`src/rtl/lsu_mem_ctrl_if.sv`:
```
// Execute-stage request, data-bus and load-writeback signals of the load/store unit.
interface lsu_mem_ctrl_if;
    logic        req_valid_i;
    logic        req_ready_o;
    logic        req_load_i;
    logic [1:0]  req_size_i;
    logic        req_unsigned_i;
    logic [31:0] req_addr_i;
    logic [31:0] req_wdata_i;
    logic [4:0]  req_rd_i;
    logic        flush_i;
    logic        mem_req_o;
    logic        mem_we_o;
    logic [31:0] mem_addr_o;
    logic [31:0] mem_wdata_o;
    logic [3:0]  mem_wstrb_o;
    logic        mem_gnt_i;
    logic        mem_rvalid_i;
    logic [31:0] mem_rdata_i;
    logic        reg_we_o;
    logic [4:0]  reg_waddr_o;
    logic [31:0] reg_wdata_o;
    logic        misalign_o;
    logic        busy_o;

    modport slave (
        input  req_valid_i, req_load_i, req_size_i, req_unsigned_i, req_addr_i,
               req_wdata_i, req_rd_i, flush_i, mem_gnt_i, mem_rvalid_i, mem_rdata_i,
        output req_ready_o, mem_req_o, mem_we_o, mem_addr_o, mem_wdata_o, mem_wstrb_o,
               reg_we_o, reg_waddr_o, reg_wdata_o, misalign_o, busy_o
    );

    modport master (
        output req_valid_i, req_load_i, req_size_i, req_unsigned_i, req_addr_i,
               req_wdata_i, req_rd_i, flush_i, mem_gnt_i, mem_rvalid_i, mem_rdata_i,
        input  req_ready_o, mem_req_o, mem_we_o, mem_addr_o, mem_wdata_o, mem_wstrb_o,
               reg_we_o, reg_waddr_o, reg_wdata_o, misalign_o, busy_o
    );
endinterface

```
`src/rtl/lsu_mem_ctrl.sv`:
```
// Load/store unit memory controller: one outstanding access, load lane extraction, store formatting.
// Optional LSU_BYTE_STROBE_EN: sub-word stores use byte strobes instead of read-modify-write.
module lsu_mem_ctrl (
    input  logic          clk,
    input  logic          rst,
    lsu_mem_ctrl_if.slave bus
);
    localparam int unsigned XLEN  = 32;
    localparam int unsigned REGW  = 5;
    localparam int unsigned STRBW = XLEN / 8;
    localparam logic [1:0]  SZ_BYTE = 2'b00;
    localparam logic [1:0]  SZ_HALF = 2'b01;
    localparam logic [1:0]  SZ_WORD = 2'b10;

    typedef enum logic [1:0] {IDLE, RREQ, RWAIT, WREQ} state_t;

    state_t          state, state_d;
    logic [XLEN-1:0] addr_q, addr_d, wdata_q, wdata_d;
    logic [1:0]      size_q, size_d;
    logic            load_q, load_d, uns_q, uns_d, flushed_q, flushed_d;
    logic [REGW-1:0] rd_q, rd_d;
    logic            mem_req_q, mem_req_d, mem_we_q, mem_we_d;
    logic [XLEN-1:0] mem_addr_q, mem_addr_d, mem_wdata_q, mem_wdata_d;
    logic            reg_we_q, reg_we_d, misalign_q, misalign_d, busy_q, busy_d;
    logic [REGW-1:0] reg_waddr_q, reg_waddr_d;
    logic [XLEN-1:0] reg_wdata_q, reg_wdata_d;
    logic            accept_c, misaligned_c;
    logic [XLEN-1:0] load_data_c, store_data_c;
    logic [7:0]      lane_b_c;
    logic [15:0]     lane_h_c;
`ifdef LSU_BYTE_STROBE_EN
    logic [STRBW-1:0] wstrb_q, wstrb_d, store_strb_c;
`else
    logic [XLEN-1:0]  merge_q, merge_d, merged_c;
`endif

    // Ready is combinational on flush so a flush cycle never accepts a request.
    assign bus.req_ready_o = rst & ~bus.flush_i & (state == IDLE);
    assign accept_c        = bus.req_valid_i & bus.req_ready_o;

    // Request decode, load lane extraction and sub-word merge.
    always_comb begin
        misaligned_c = (bus.req_size_i == 2'b11)
                     | ((bus.req_size_i == SZ_HALF) & bus.req_addr_i[0])
                     | ((bus.req_size_i == SZ_WORD) & (bus.req_addr_i[1:0] != 2'b00));
        lane_b_c = 8'(bus.mem_rdata_i >> {addr_q[1:0], 3'b000});
        lane_h_c = 16'(bus.mem_rdata_i >> {addr_q[1], 4'b0000});
        unique case (size_q)
            SZ_BYTE: load_data_c = uns_q ? {24'd0, lane_b_c} : {{24{lane_b_c[7]}}, lane_b_c};
            SZ_HALF: load_data_c = uns_q ? {16'd0, lane_h_c} : {{16{lane_h_c[15]}}, lane_h_c};
            default: load_data_c = bus.mem_rdata_i;
        endcase
`ifndef LSU_BYTE_STROBE_EN
        merged_c = bus.mem_rdata_i;
        if (size_q == SZ_BYTE) merged_c[{addr_q[1:0], 3'b000} +: 8] = wdata_q[7:0];
        else                   merged_c[{addr_q[1], 4'b0000} +: 16] = wdata_q[15:0];
`endif
    end

    // Next state, capture registers and registered outputs.
    always_comb begin
        state_d     = state;
        addr_d      = addr_q;
        wdata_d     = wdata_q;
        size_d      = size_q;
        load_d      = load_q;
        uns_d       = uns_q;
        rd_d        = rd_q;
        flushed_d   = flushed_q;
        reg_we_d    = 1'b0;
        reg_waddr_d = '0;
        reg_wdata_d = '0;
        misalign_d  = 1'b0;
`ifndef LSU_BYTE_STROBE_EN
        merge_d     = merge_q;
`endif
        unique case (state)
            IDLE: begin
                if (accept_c) begin
                    addr_d    = bus.req_addr_i;
                    wdata_d   = bus.req_wdata_i;
                    size_d    = bus.req_size_i;
                    load_d    = bus.req_load_i;
                    uns_d     = bus.req_unsigned_i;
                    rd_d      = bus.req_rd_i;
                    flushed_d = 1'b0;
                    if (misaligned_c)        misalign_d = 1'b1;
                    else if (bus.req_load_i) state_d    = RREQ;
`ifdef LSU_BYTE_STROBE_EN
                    else                     state_d    = WREQ;
`else
                    else if (bus.req_size_i == SZ_WORD) state_d = WREQ;
                    else                     state_d    = RREQ;
`endif
                end
            end
            RREQ: begin
                // A flush coinciding with grant must still drain the returning read.
                if (bus.mem_gnt_i) begin
                    state_d   = RWAIT;
                    flushed_d = bus.flush_i;
                end else if (bus.flush_i) begin
                    state_d = IDLE;
                end
            end
            RWAIT: begin
                if (bus.flush_i) flushed_d = 1'b1;
                if (bus.mem_rvalid_i) begin
                    if (flushed_q | bus.flush_i) begin
                        state_d = IDLE;
                    end else if (load_q) begin
                        reg_we_d    = 1'b1;
                        reg_waddr_d = rd_q;
                        reg_wdata_d = load_data_c;
                        state_d     = IDLE;
                    end else begin
`ifndef LSU_BYTE_STROBE_EN
                        merge_d = merged_c;
`endif
                        state_d = WREQ;
                    end
                end
            end
            WREQ: begin
                if (bus.mem_gnt_i) state_d = IDLE;
            end
            default: state_d = IDLE;
        endcase

`ifdef LSU_BYTE_STROBE_EN
        unique case (size_d)
            SZ_BYTE: begin
                store_data_c = {4{wdata_d[7:0]}};
                store_strb_c = 4'b0001 << addr_d[1:0];
            end
            SZ_HALF: begin
                store_data_c = {2{wdata_d[15:0]}};
                store_strb_c = addr_d[1] ? 4'b1100 : 4'b0011;
            end
            default: begin
                store_data_c = wdata_d;
                store_strb_c = 4'b1111;
            end
        endcase
`else
        store_data_c = (size_d == SZ_WORD) ? wdata_d : merge_d;
`endif
        mem_req_d   = (state_d == RREQ) | (state_d == WREQ);
        mem_we_d    = (state_d == WREQ);
        mem_addr_d  = mem_req_d ? {addr_d[XLEN-1:2], 2'b00} : '0;
        mem_wdata_d = mem_we_d ? store_data_c : '0;
        busy_d      = (state_d != IDLE);
`ifdef LSU_BYTE_STROBE_EN
        wstrb_d     = mem_we_d ? store_strb_c : '0;
`endif
    end

    always_ff @(posedge clk or negedge rst) begin
        if (!rst) begin
            state       <= IDLE;
            addr_q      <= '0;
            wdata_q     <= '0;
            size_q      <= '0;
            load_q      <= 1'b0;
            uns_q       <= 1'b0;
            rd_q        <= '0;
            flushed_q   <= 1'b0;
            mem_req_q   <= 1'b0;
            mem_we_q    <= 1'b0;
            mem_addr_q  <= '0;
            mem_wdata_q <= '0;
            reg_we_q    <= 1'b0;
            reg_waddr_q <= '0;
            reg_wdata_q <= '0;
            misalign_q  <= 1'b0;
            busy_q      <= 1'b0;
`ifdef LSU_BYTE_STROBE_EN
            wstrb_q     <= '0;
`else
            merge_q     <= '0;
`endif
        end else begin
            state       <= state_d;
            addr_q      <= addr_d;
            wdata_q     <= wdata_d;
            size_q      <= size_d;
            load_q      <= load_d;
            uns_q       <= uns_d;
            rd_q        <= rd_d;
            flushed_q   <= flushed_d;
            mem_req_q   <= mem_req_d;
            mem_we_q    <= mem_we_d;
            mem_addr_q  <= mem_addr_d;
            mem_wdata_q <= mem_wdata_d;
            reg_we_q    <= reg_we_d;
            reg_waddr_q <= reg_waddr_d;
            reg_wdata_q <= reg_wdata_d;
            misalign_q  <= misalign_d;
            busy_q      <= busy_d;
`ifdef LSU_BYTE_STROBE_EN
            wstrb_q     <= wstrb_d;
`else
            merge_q     <= merge_d;
`endif
        end
    end

    assign bus.mem_req_o   = mem_req_q;
    assign bus.mem_we_o    = mem_we_q;
    assign bus.mem_addr_o  = mem_addr_q;
    assign bus.mem_wdata_o = mem_wdata_q;
    assign bus.reg_we_o    = reg_we_q;
    assign bus.reg_waddr_o = reg_waddr_q;
    assign bus.reg_wdata_o = reg_wdata_q;
    assign bus.misalign_o  = misalign_q;
    assign bus.busy_o      = busy_q;
`ifdef LSU_BYTE_STROBE_EN
    assign bus.mem_wstrb_o = wstrb_q;
`else
    // Full-word strobes outside reset; sub-word stores are merged before writing.
    assign bus.mem_wstrb_o = {STRBW{rst}};
`endif
endmodule

```
`src/flat_wrapper.sv`:
```
// flat-port wrapper written by rule: the top's interface ports become plain ports
module lsu_mem_ctrl_flat 
  (clk, rst, bus_req_valid_i, bus_req_load_i, bus_req_size_i, bus_req_unsigned_i, bus_req_addr_i, bus_req_wdata_i, bus_req_rd_i, bus_flush_i, bus_mem_gnt_i, bus_mem_rvalid_i, bus_mem_rdata_i, bus_req_ready_o, bus_mem_req_o, bus_mem_we_o, bus_mem_addr_o, bus_mem_wdata_o, bus_mem_wstrb_o, bus_reg_we_o, bus_reg_waddr_o, bus_reg_wdata_o, bus_misalign_o, bus_busy_o);
  lsu_mem_ctrl_if bus_i ();
  input  logic clk;
  input  logic rst;
  input wire logic [$bits(bus_i.req_valid_i)-1:0] bus_req_valid_i;
  input wire logic [$bits(bus_i.req_load_i)-1:0] bus_req_load_i;
  input wire logic [$bits(bus_i.req_size_i)-1:0] bus_req_size_i;
  input wire logic [$bits(bus_i.req_unsigned_i)-1:0] bus_req_unsigned_i;
  input wire logic [$bits(bus_i.req_addr_i)-1:0] bus_req_addr_i;
  input wire logic [$bits(bus_i.req_wdata_i)-1:0] bus_req_wdata_i;
  input wire logic [$bits(bus_i.req_rd_i)-1:0] bus_req_rd_i;
  input wire logic [$bits(bus_i.flush_i)-1:0] bus_flush_i;
  input wire logic [$bits(bus_i.mem_gnt_i)-1:0] bus_mem_gnt_i;
  input wire logic [$bits(bus_i.mem_rvalid_i)-1:0] bus_mem_rvalid_i;
  input wire logic [$bits(bus_i.mem_rdata_i)-1:0] bus_mem_rdata_i;
  output wire logic [$bits(bus_i.req_ready_o)-1:0] bus_req_ready_o;
  output wire logic [$bits(bus_i.mem_req_o)-1:0] bus_mem_req_o;
  output wire logic [$bits(bus_i.mem_we_o)-1:0] bus_mem_we_o;
  output wire logic [$bits(bus_i.mem_addr_o)-1:0] bus_mem_addr_o;
  output wire logic [$bits(bus_i.mem_wdata_o)-1:0] bus_mem_wdata_o;
  output wire logic [$bits(bus_i.mem_wstrb_o)-1:0] bus_mem_wstrb_o;
  output wire logic [$bits(bus_i.reg_we_o)-1:0] bus_reg_we_o;
  output wire logic [$bits(bus_i.reg_waddr_o)-1:0] bus_reg_waddr_o;
  output wire logic [$bits(bus_i.reg_wdata_o)-1:0] bus_reg_wdata_o;
  output wire logic [$bits(bus_i.misalign_o)-1:0] bus_misalign_o;
  output wire logic [$bits(bus_i.busy_o)-1:0] bus_busy_o;
  assign bus_i.req_valid_i = bus_req_valid_i;
  assign bus_i.req_load_i = bus_req_load_i;
  assign bus_i.req_size_i = bus_req_size_i;
  assign bus_i.req_unsigned_i = bus_req_unsigned_i;
  assign bus_i.req_addr_i = bus_req_addr_i;
  assign bus_i.req_wdata_i = bus_req_wdata_i;
  assign bus_i.req_rd_i = bus_req_rd_i;
  assign bus_i.flush_i = bus_flush_i;
  assign bus_i.mem_gnt_i = bus_mem_gnt_i;
  assign bus_i.mem_rvalid_i = bus_mem_rvalid_i;
  assign bus_i.mem_rdata_i = bus_mem_rdata_i;
  assign bus_req_ready_o = bus_i.req_ready_o;
  assign bus_mem_req_o = bus_i.mem_req_o;
  assign bus_mem_we_o = bus_i.mem_we_o;
  assign bus_mem_addr_o = bus_i.mem_addr_o;
  assign bus_mem_wdata_o = bus_i.mem_wdata_o;
  assign bus_mem_wstrb_o = bus_i.mem_wstrb_o;
  assign bus_reg_we_o = bus_i.reg_we_o;
  assign bus_reg_waddr_o = bus_i.reg_waddr_o;
  assign bus_reg_wdata_o = bus_i.reg_wdata_o;
  assign bus_misalign_o = bus_i.misalign_o;
  assign bus_busy_o = bus_i.busy_o;
  lsu_mem_ctrl u_core (.clk(clk), .rst(rst), .bus(bus_i));
endmodule
```
`config.mk`:
```
export PLATFORM = sky130hd
export DESIGN_NAME = lsu_mem_ctrl_flat
export DESIGN_NICKNAME = d
export VERILOG_FILES = /design/src/rtl/lsu_mem_ctrl_if.sv /design/src/rtl/lsu_mem_ctrl.sv /design/src/flat_wrapper.sv
export SDC_FILE = /design/constraint.sdc
export NUM_CORES = 1
export LEC_CHECK = 0
export ABC_AREA = 0
export BUFFER_PORTS_ARGS = -buffer_cell sky130_fd_sc_hd__buf_4
export CORE_MARGIN = 2
export CORE_UTILIZATION = 35
export CTS_BUF_LIST = sky130_fd_sc_hd__clkbuf_4
export CTS_CLUSTER_DIAMETER = 100
export DETAILED_ROUTE_END_ITERATION = 10
export HOLD_SLACK_MARGIN = 0.05
export SYNTH_ARGS = -nofsm -noshare
export SYNTH_HDL_FRONTEND = slang
export SYNTH_SLANG_ARGS = --single-unit
```
`constraint.sdc`:
```
create_clock -name clk -period 8.3 [get_ports clk]
set_input_delay 0.83 -clock clk [delete_from_list [all_inputs] [get_ports clk]]
set_output_delay 0.83 -clock clk [all_outputs]
set_load 0.02 [all_outputs]
```
==> results of run 1 <==
==> worst max-delay path, delay by kind of cell <==
family | cells | cell delay [ps]
and+or+nand+nor | 1 | 280
buffers and inverters | 3 | 1410
==> state kept, by name (all words and copies together), names as in the netlist, 2 cells and up <==
name	cells
u_core.addr_q	32
u_core.bus.mem_addr_o	30
u_core.bus.mem_wdata_o	32
u_core.size_q	2
u_core.bus.reg_waddr_o	5
u_core.rd_q	5
u_core.merge_q	32
u_core.bus.reg_wdata_o	32
u_core.wdata_q	32
==> worst paths after layout <==
path | to | slack [ps] | from
worst min register to register | u_core.merge_q[20] | 480 | u_core.merge_q[20]
worst max-delay path | bus_req_ready_o | 4900 | rst
max in group asynchronous | u_core.bus.mem_addr_o[2] | 6790 | rst
min in group clk | u_core.rd_q[1] | 370 | bus_req_rd_i[1]
worst min-delay path | u_core.bus.reg_waddr_o[1] | 120 | rst
worst max register to register | u_core.bus.mem_wdata_o[31] | 5190 | u_core.bus.mem_req_o
==> synthesized netlist by cell type, types with 2 or more instances <==
library cell	count
a21oi_1	39
o22ai_1	7
nor4_1	5
or3_1	8
a211oi_1	9
nor2b_1	46
nand2b_1	5
a211oi_2	8
o21ai_0	42
o211a_1	8
ha_1	9
mux2_2	77
buf_1	2
a22oi_1	2
o21ai_2	3
inv_1	30
a221oi_2	3
buf_6	7
mux2i_1	11
and3_1	6
dfrtp_1	211
o31ai_2	16
nor2_1	61
buf_4	11
nand2_1	22
nor4_2	10
o211ai_1	8
nor3_1	12
a2111oi_0	7
a221oi_1	22
clkbuf_1	15
mux4_2	8
a31oi_1	8
buf_2	25
==> layout by cell type, fill, tap and decap left out, types with 16 or more instances in the layout <==
master	synthesis	routed
buf_4	11	230
dfrtp_1	211	211
clkbuf_4	0	83
mux2_2	77	77
nor2_1	61	61
nor2b_1	46	46
o21ai_0	42	42
a21oi_1	39	39
inv_1	30	30
a221oi_1	22	22
nand2_1	22	22
o31ai_2	16	16
==> area by class of cell <==
cell class,count,area [um2]
fillers,2522,14770
flip-flops and latches,211,5280
multi-input cells,484,3841
repair buffers,231,1742
clock buffers,83,623.1
well taps,341,426.7
inverters,31,118.9
clock inverters,14,65.06
diodes,2,5.005
==> logic make-up (layout without fill, tap and decap cells) <==
logic type | Yosys count | after routing
other | 1 | 4
AOI/OAI and AO/OA | 190 | 190
adders and majority gates | 9 | 9
muxes | 96 | 96
DFF | 211 | 211
buffers and inverters | 92 | 359
and+or+nand+nor | 187 | 187
==> report_power, final <==
group / internal [W] / switching [W] / total [W]
clock network: 0.000454 / 0.000425 / 0.000879
registers: 0.00137 / 0.000180 / 0.00155
logic: 0.000694 / 0.00105 / 0.00174
total: 0.00251 / 0.00165 / 0.00417
==> per-stage QoR <==
stage	setup slack, ps	instance area [um2]
after floorplan	5616	9577
after global placement	4774	11410
after detailed placement	4748	11410
after CTS	4748	12100
after global routing	4568	12100
final	4899	12100
==> layer usage <==
metal  share of wire [%]  wire length (um)
met1                  44             12180
met2                  47             13230
met3                 6.2              1722
met4                 3.0               846
met5                   0                 0
==> flow_summary_export.csv, run 1 <==
group,metric,value,unit
floorplanning,rows,60,
floorplanning,die_y,169.4,um
status,outcome,"finished, final reports clean",
sta,setup_viol_count_final,0,
setup_path,end_kind,"output pin",
cts,h-tree-depth,2,
cells_and_area,areaGrowthSynthToFinish,26.41,%
sta,maxSlewHeadroom,31.07,%
detailed_routing,antenna_left,0,
detailed_routing,vias,7196,
setup_path,path_max_fanout,84,
cells_and_area,nets,1136,
setup_path,crit_slowest_cell,"buf_4",
grt,grt_use_total,19.52,%
floorplanning,ioPinCount,222,
cells_and_area,layout-drive-gt1-share,43.45,%
setup_path,rr_worst_depth,8,
synthesis,ys.flop_type,"dfrtp_1",
synthesis,synth-simple-area-share,11.66,%
pwr,irDropWorstVdd,0.1332,mV
grt,grtUsageMet3,4.944,%
pwr,p_total,0.004168,W
synthesis,ys_seq_area_share,55.16,%
cts,numCtsBuffers,57,
floorplanning,initial_utilization,35.62,%
synthesis,synth_top_cell_by_area,"dfrtp_1",
synthesis,synth_top_area_share,55.16,%
sta,skew,29.92,ps
synthesis,synthAdderAreaFrac,1.176,%
synthesis,syn_area,0.009573,mm2
job,maxCapViolations,0,
setup_path,max_stage_delay,830,ps
sta,worst_slew_pin_slew,1034,ps
synthesis,avgSynthCellArea,12.18,um2
grt,grt_first_pass_wirelength,43.15,mm
sta,tns,0,ps
floorplanning,die_width,169.4,um
setup_path,required,7470,ps
grt,overflow,0,
cts,cts_tree,"built",
detailed_routing,dr.pass1.iters,8,
sta,period_minus_slack,3401,ps
pwr,power_leakage,5.780,nW
cts,cts_resized,0,
cts,clock_latency,680,ps
cts,clockBufferDepth,3,
placement,portBuffers,219,
synthesis,synth_edf_count,0,
synthesis,synth_top_family_by_area,"compound AO/OA/AOI/OAI gates",
setup_path,path_cells,"buf_8 > buf_4 > and3_1 > buf_4",
grt,grt_max_degree,85,
grt,use_met2,30.61,%
cells_and_area,final_util,45.03,%
cells_and_area,fin_cells,1397,
grt,use_met1,26.03,%
synthesis,synth_cell_type_count,57,
worst_hold_path,hp-class,"in2async",
detailed_routing,vias_per_cell,5.151,
setup_path,worstSetupPathType,"in2out",
sta,max_freq,294.1,MHz
setup_path,cpMostUsedCell,"buf_4",
sta,rsz0062_at_grt,"false",
sta,maxSlewViolCount,0,
sta,min_period_over_period,40.97,%
placement,hpwlAfterDp,19.17,mm
sta,hold_violations,0,
cts,cts.hold.buffers_added,0,
synthesis,synth_compound_area_share,14.93,%
detailed_routing,routed_wl,27.98,mm
synthesis,synth_seq_cells,211,
synthesis,synthCells,786,
floorplanning,die-area,0.02869,mm2
synthesis,synthTopCellsByArea,"dfrtp_1 (55%), mux2_2 (9.1%), nor2b_1 (3.0%), nor2_1 (2.4%), o21ai_0 (2.2%)",
synthesis,yosys_warnings,0,
grt,grt_pass1_vias,7440,
setup_path,start_kind,"primary input",
cts,postCtsSetupBuffers,0,
placement,dpl.cell_count,1298,
grt,top_usage_layer,"met2",
cts,path_clk_slew,70,ps
cts,cts.sinks,211,
synthesis,synth-xor-area-share,0,%
cts,clock-root-buffer,"clkbuf_4",
detailed_routing,drc,0,
grt,antenna_found_initial,1,
synthesis,async_flop_share,100.0,%
synthesis,muxShareOfSynthArea,12.09,%
floorplanning,core,0.02688,mm2
detailed_routing,first_iter_violations,489,
setup_path,crit_arrival,2570,ps
pwr,power_density,344.4,mW/mm2
sta,whs,122.6,ps
detailed_routing,wl_per_cell,20.03,um
placement,finalWeightedCongestion,0.8423,
(Power assumes the default switching activity.)
==> run 2, diff against run 1 <==
--- a/config.mk
+++ b/config.mk
@@ -5,7 +5,7 @@
 export SDC_FILE = /design/constraint.sdc
 export NUM_CORES = 1
 export LEC_CHECK = 0
-export ABC_AREA = 0
+export ABC_AREA = 1
 export BUFFER_PORTS_ARGS = -buffer_cell sky130_fd_sc_hd__buf_4
 export CORE_MARGIN = 2
 export CORE_UTILIZATION = 35
==> constraint.sdc (replaced) <==
create_clock -name clk -period 3.17 [get_ports clk]
set_input_delay 0.317 -clock clk [delete_from_list [all_inputs] [get_ports clk]]
set_output_delay 0.317 -clock clk [all_outputs]
set_load 0.02 [all_outputs]
==> flow_summary_export.csv, run 2 <==
group,metric,value,unit
floorplanning,ioPinCount,222,
cts,numCtsBuffers,58,
cts,clock-root-buffer,"clkbuf_4",
pwr,power_frac_comb,44.1,%
pwr,irDropWorstVdd,0.4959,mV
sta,rsz0062_at_grt,"false",
placement,finalWeightedCongestion,0.8726,
sta,setup_viol_count_final,0,
detailed_routing,drc,0,
cells_and_area,layout_common_cells,"nand2_1 (274), buf_4 (237), dfrtp_1 (210)",
sta,maxSlewHeadroom,35.54,%
pwr,power_density,842.7,mW/mm2
cells_and_area,nets,1709,
cts,cts.sinks,211,
pwr,intPower,0.006795,W
setup_path,end_kind,"register",
synthesis,synth_top_cell_by_area,"dfrtp_1",
sta,skew,23.22,ps
sta,tns,0,ps
sta,maxSlewViolCount,0,
status,outcome,"finished, final reports clean",
cts,cts_resized,0,
detailed_routing,dr.pass1.iters,5,
sta,worst_slew_pin_slew,966.8,ps
cts,h-tree-depth,2,
floorplanning,rows,61,
synthesis,async_flop_share,100.0,%
cells_and_area,final_common_cell,"nand2_1",
detailed_routing,vias,9491,
setup_path,required,3720,ps
synthesis,yosys_warnings,0,
pwr,power_leakage,7.320,nW
setup_path,rrSetupSlack,660,ps
worst_hold_path,hp-class,"in2reg",
grt,grt_max_degree,141,
sta,period_minus_slack,2509,ps
detailed_routing,first_iter_violations,496,
synthesis,synth_top_area_share,52.79,%
detailed_routing,vias_per_cell,4.715,
setup_path,path_max_fanout,32,
worst_hold_path,min_path_cells,3,
job,maxCapViolations,0,
setup_path,r2r_start,"u_core.bus.mem_req_o",
pwr,p_total,0.01164,W
placement,portBuffers,219,
floorplanning,die_y,173.1,um
synthesis,ys.flop_type,"dfrtp_1",
synthesis,synthCells,1252,
grt,grt_pass1_vias,9489,
setup_path,rr_worst_depth,12,
sta,whs,122.7,ps
sta,hold_violations,0,
floorplanning,die-area,0.02995,mm2
pwr,clkPwrFrac,21.8,%
worst_hold_path,min_from,"bus_flush_i",
synthesis,synth_seq_cells,211,
grt,antenna_found_initial,1,
cells_and_area,layout-drive-gt1-share,23.21,%
synthesis,ys_seq_area_share,52.79,%
floorplanning,initial_utilization,35.81,%
setup_path,rr_endpoint,"u_core.bus.mem_wdata_o[11]",
detailed_routing,wl_per_cell,15.64,um
cts,clockBufferDepth,3,
synthesis,avgSynthCellArea,7.989,um2
grt,overflow,0,
synthesis,synth_edf_count,0,
sta,min_period_over_period,79.14,%
worst_hold_path,min_to,"u_core.bus.reg_we_o",
cells_and_area,fillers,2753,
grt,grt_use_total,20.93,%
setup_path,critPathLaunch,"u_core.bus.mem_req_o",
cts,path_clk_slew,60,ps
floorplanning,core,0.02793,mm2
setup_path,start_kind,"register",
cts,clock_latency,700,ps
pwr,netSwitchingFraction,41.60,%
synthesis,synthTopCellsByArea,"dfrtp_1 (53%), nand2_1 (10%), nor2_1 (7.1%), o21ai_0 (5.9%), nand3_1 (5.2%)",
synthesis,synth_cell_type_count,33,
floorplanning,die_width,173.1,um
cts,cts_tree,"built",
setup_path,crit_arrival,3060,ps
synthesis,yosysMostFrequentCell,"nand2_1",
sta,max_freq,398.6,MHz
pwr,p_sw,0.004840,W
grt,grt_first_pass_wirelength,50.53,mm
synthesis,synth_common_cells,"nand2_1 (275), dfrtp_1 (211), nor2_1 (188), inv_1 (132), o21ai_0 (117)",
setup_path,worstSetupPathType,"reg2reg",
detailed_routing,antenna_left,0,
cells_and_area,areaGrowthSynthToFinish,38.05,%
synthesis,syn_area,0.01000,mm2
placement,hpwlAfterDp,21.05,mm
detailed_routing,routed_wl,31.48,mm
pwr,seqPwrFrac,34.2,%
## run 2: worst max-delay path by stage
stage                                             to  slack (ps)  cells past startpoint
after floorplan           u_core.bus.mem_wdata_o[24]         950                     11
after global placement    u_core.bus.mem_wdata_o[16]         840                     12
after detailed placement  u_core.bus.mem_wdata_o[11]         720                     12
after CTS                 u_core.bus.mem_wdata_o[15]         650                     12
after global routing      u_core.bus.mem_wdata_o[11]         420                     12
final                     u_core.bus.mem_wdata_o[11]         660                     12
## run 2: layer usage
metal / up-vias / track usage (%) / share of wire, %
li1: 4667 / - / -
met1: 4379 / 26.99 / 44
met2: 377 / 32.58 / 45
met3: 68 / 6.772 / 8.7
met4: 0 / 8.404 / 3.1
met5: - / 0 / 0
## run 2: final cells by class
cell class	instances	area (um2)	share of cell area (%)
tap	378	473.0	3.425
timing repair buffer	350	2935	21.26
clock buffer	91	683.2	4.947
inverter	135	506.7	3.670
clock inverter	13	82.58	0.5980
multi-input combinational	833	3841	27.82
antenna	2	5.005	0.03625
sequential	211	5281	38.25
## run 2: what timing repair did
| action | in CTS | in global routing |
|---|---|---|
| setup buffers | 0 | 0 |
| hold endpoints to repair | 299 | 0 |
| setup endpoints to repair | 0 | 0 |
| hold buffers | 110 | 0 |
## run 2: per-stage QoR
stage	worst slack, ps	utilization (%)	area (um2)	instances
after detailed placement	715.5	42.73	11940	1797
after global routing	416.0	49.43	13810	2013
after CTS	651.2	49.41	13800	2011
after floorplan	951.7	-	10010	1253
after global placement	837.8	42.73	11940	1797
final	661.1	49.43	13810	2013
## run 2: power groups by stage
stage	logic, W	clock network (W)	registers (W)
6_report	0.00513	0.00253	0.00398
3_3_place_gp	0.00491	0	0.00400
5_1_grt	0.00581	0.00278	0.00406
2_1_floorplan	0.00328	0	0.00419
4_1_cts	0.00512	0.00261	0.00398
3_5_place_dp	0.00497	0	0.00401
## run 2: cells by family (layout without fill, tap and decap cells)
| logic type | count (synthesis) | after routing | share of synthesized area [%] |
|---|---|---|---|
| other | 1 | 4 | 0.03749 |
| DFF | 211 | 211 | 52.79 |
| and+or+nand+nor | 609 | 609 | 25.53 |
| buffers and inverters | 209 | 589 | 8.982 |
| adders and majority gates | 9 | 9 | 1.126 |
| AOI/OAI and AO/OA | 213 | 213 | 11.53 |
## run 2: critical path, stage by stage, from the launching register on
cell     delay, ps
dfrtp_1        460
inv_1          120
ha_1           270
nand2_2        130
nor2_4         130
nand2_4        210
nand2_1        150
nand2_2        180
nand2_2        110
buf_4          340
nand3_1        130
nand2_1         90
nor2_1          40
==> run 3, diff against run 2 <==
==> constraint.sdc (replaced) <==
create_clock -name clk -period 2.05 [get_ports clk]
set_input_delay 0.205 -clock clk [delete_from_list [all_inputs] [get_ports clk]]
set_output_delay 0.205 -clock clk [all_outputs]
set_load 0.02 [all_outputs]
==> flow_summary_export.csv, run 3 (same netlist as run 2, synthesis figures left out) <==
group,metric,value,unit
cells_and_area,nets,1736,
cells_and_area,layout-drive-gt1-share,24.64,%
worst_hold_path,min_path_cells,4,
floorplanning,die-area,0.02995,mm2
sta,hold_violations,0,
floorplanning,rows,61,
floorplanning,initial_utilization,35.81,%
grt,overflow,0,
setup_path,path_max_fanout,16,
setup_path,r2r_start,"u_core.addr_q[0]",
setup_path,rrSetupSlack,150,ps
detailed_routing,routed_wl,31.79,mm
placement,finalWeightedCongestion,0.8604,
floorplanning,core,0.02793,mm2
setup_path,end_kind,"register",
sta,tns,0,ps
cells_and_area,final_common_cell,"nand2_1",
setup_path,max_stage_delay,370,ps
cts,clockBufferDepth,3,
cts,cts_tree,"built",
cts,path_clk_slew,70,ps
setup_path,cp.buffers_inverters,5,
setup_path,crit_family,"buffers and inverters",
pwr,irDropWorstVdd,0.7150,mV
detailed_routing,dr.pass1.iters,5,
grt,grt_max_degree,98,
setup_path,worstSetupPathType,"reg2reg",
sta,setup_viol_count_final,0,
cts,clock_latency,700,ps
pwr,power_density,1304,mW/mm2
sta,maxSlewHeadroom,57.79,%
setup_path,required,2680,ps
worst_hold_path,min_from,"bus_req_rd_i[0]",
sta,rsz0062_at_grt,"false",
sta,maxSlewViolCount,0,
cells_and_area,final_util,50.40,%
sta,skew,30.44,ps
setup_path,rr_endpoint,"u_core.bus.mem_wdata_o[30]",
setup_path,crit_arrival,2540,ps
sta,period_minus_slack,1904,ps
detailed_routing,drc,0,
placement,portBuffers,219,
grt,antenna_found_initial,2,
cells_and_area,areaGrowthSynthToFinish,40.76,%
sta,min_period_over_period,92.88,%
setup_path,rr_worst_depth,12,
setup_path,start_kind,"register",
setup_path,path_cells,"inv_1 > buf_4 > ha_1 > inv_1 > buf_6 > nand3_1 > o21ai_0 > buf_4 > nand2_1 > nand3_1 > nand2_1 > nor2_1",
job,maxCapViolations,0,
worst_hold_path,min_to,"u_core.rd_q[0]",
cts,cts.sinks,211,
floorplanning,die_width,173.1,um
cts,clock-root-buffer,"clkbuf_4",
detailed_routing,antenna_left,0,
grt,grt_first_pass_wirelength,50.82,mm
sta,worst_slew_pin_slew,633.1,ps
setup_path,crit_slowest_cell,"dfrtp_1",
cts,numCtsBuffers,57,
sta,max_freq,525.2,MHz
floorplanning,die_y,173.1,um
floorplanning,ioPinCount,222,
status,outcome,"finished, final reports clean",
detailed_routing,vias,9558,
cells_and_area,layout_common_cells,"nand2_1 (272), buf_4 (255), dfrtp_1 (209)",
detailed_routing,vias_per_cell,4.694,
placement,hpwlAfterDp,21.43,mm
cts,h-tree-depth,2,
pwr,power_leakage,7.454,nW
detailed_routing,wl_per_cell,15.61,um
worst_hold_path,hp-class,"in2reg",
grt,grt_use_total,21.06,%
grt,grt_pass1_vias,9653,
detailed_routing,first_iter_violations,590,
-- run 3: timing repair --
action                     4_1_cts  5_1_grt
hold endpoints to repair       415        0
gates cloned                     0        0
resized for setup                1       15
buffers inserted                 1        0
setup endpoints to repair        8       44
hold buffers                   112        0
pin swaps                        0        1
-- run 3: how the worst max path moves through the flow --
stage	start	end	slack, ps	cells past startpoint
finish	u_core.addr_q[0]	u_core.bus.mem_wdata_o[30]	150	12
global route	u_core.addr_q[1]	u_core.bus.mem_wdata_o[23]	2	10
CTS	u_core.state[1]	bus_req_ready_o	9	5
detailed placement	u_core.addr_q[1]	u_core.bus.reg_wdata_o[28]	40	8
global placement	u_core.addr_q[1]	u_core.bus.mem_wdata_o[28]	100	9
floorplan	u_core.addr_q[0]	u_core.bus.mem_wdata_o[24]	0.06	11
-- run 3: where the power goes --
group	switching (W)	leakage [nW]	internal, W
Combinational	0.00530	4.36	0.00325
Sequential	0.000611	2.67	0.00554
Clock	0.00175	0.420	0.00191
-- run 3: area by class of cell --
cell class              instances  area [um2]
diodes                          2       5.005
clock inverters                13       65.06
repair buffers                378        3224
well taps                     378       473.0
flip-flops and latches        211        5283
multi-input cells             833        3876
clock buffers                  86       645.6
inverters                     135       506.7
fillers                      2716       13860
-- run 3: layer usage --
| layer | vias up | share of wire [%] | GRT usage (%) |
|---|---|---|---|
| met4 | 0 | 2.4 | 7.203 |
| li1 | 4712 | - | - |
| met5 | - | 0 | 0 |
| met3 | 44 | 7.6 | 5.343 |
| met1 | 4473 | 44 | 27.46 |
| met2 | 329 | 46 | 34.15 |
-- run 3: stage by stage --
| step | cell area (um2) | cells | total power (W) | setup WS [ps] | hold slack, ps |
|---|---|---|---|---|---|
| 2_1_floorplan | 10010 | 1253 | 0.01156 | 0.05573 | -90.59 |
| 3_3_place_gp | 12190 | 1822 | 0.01427 | 103.5 | 195.2 |
| 3_5_place_dp | 12190 | 1822 | 0.01440 | 41.84 | 188.4 |
| 4_1_cts | 14030 | 2034 | 0.01838 | 9.474 | 204.7 |
| 5_1_grt | 14080 | 2036 | 0.01995 | 1.911 | 240.1 |
| 6_report | 14080 | 2036 | 0.01836 | 145.9 | 269.8 |
-- run 3: tightest hold or removal path, delay by kind of cell --
family	cells	cell delay, ps
AOI/OAI and AO/OA	1	60
buffers and inverters	2	630
and+or+nand+nor	1	40
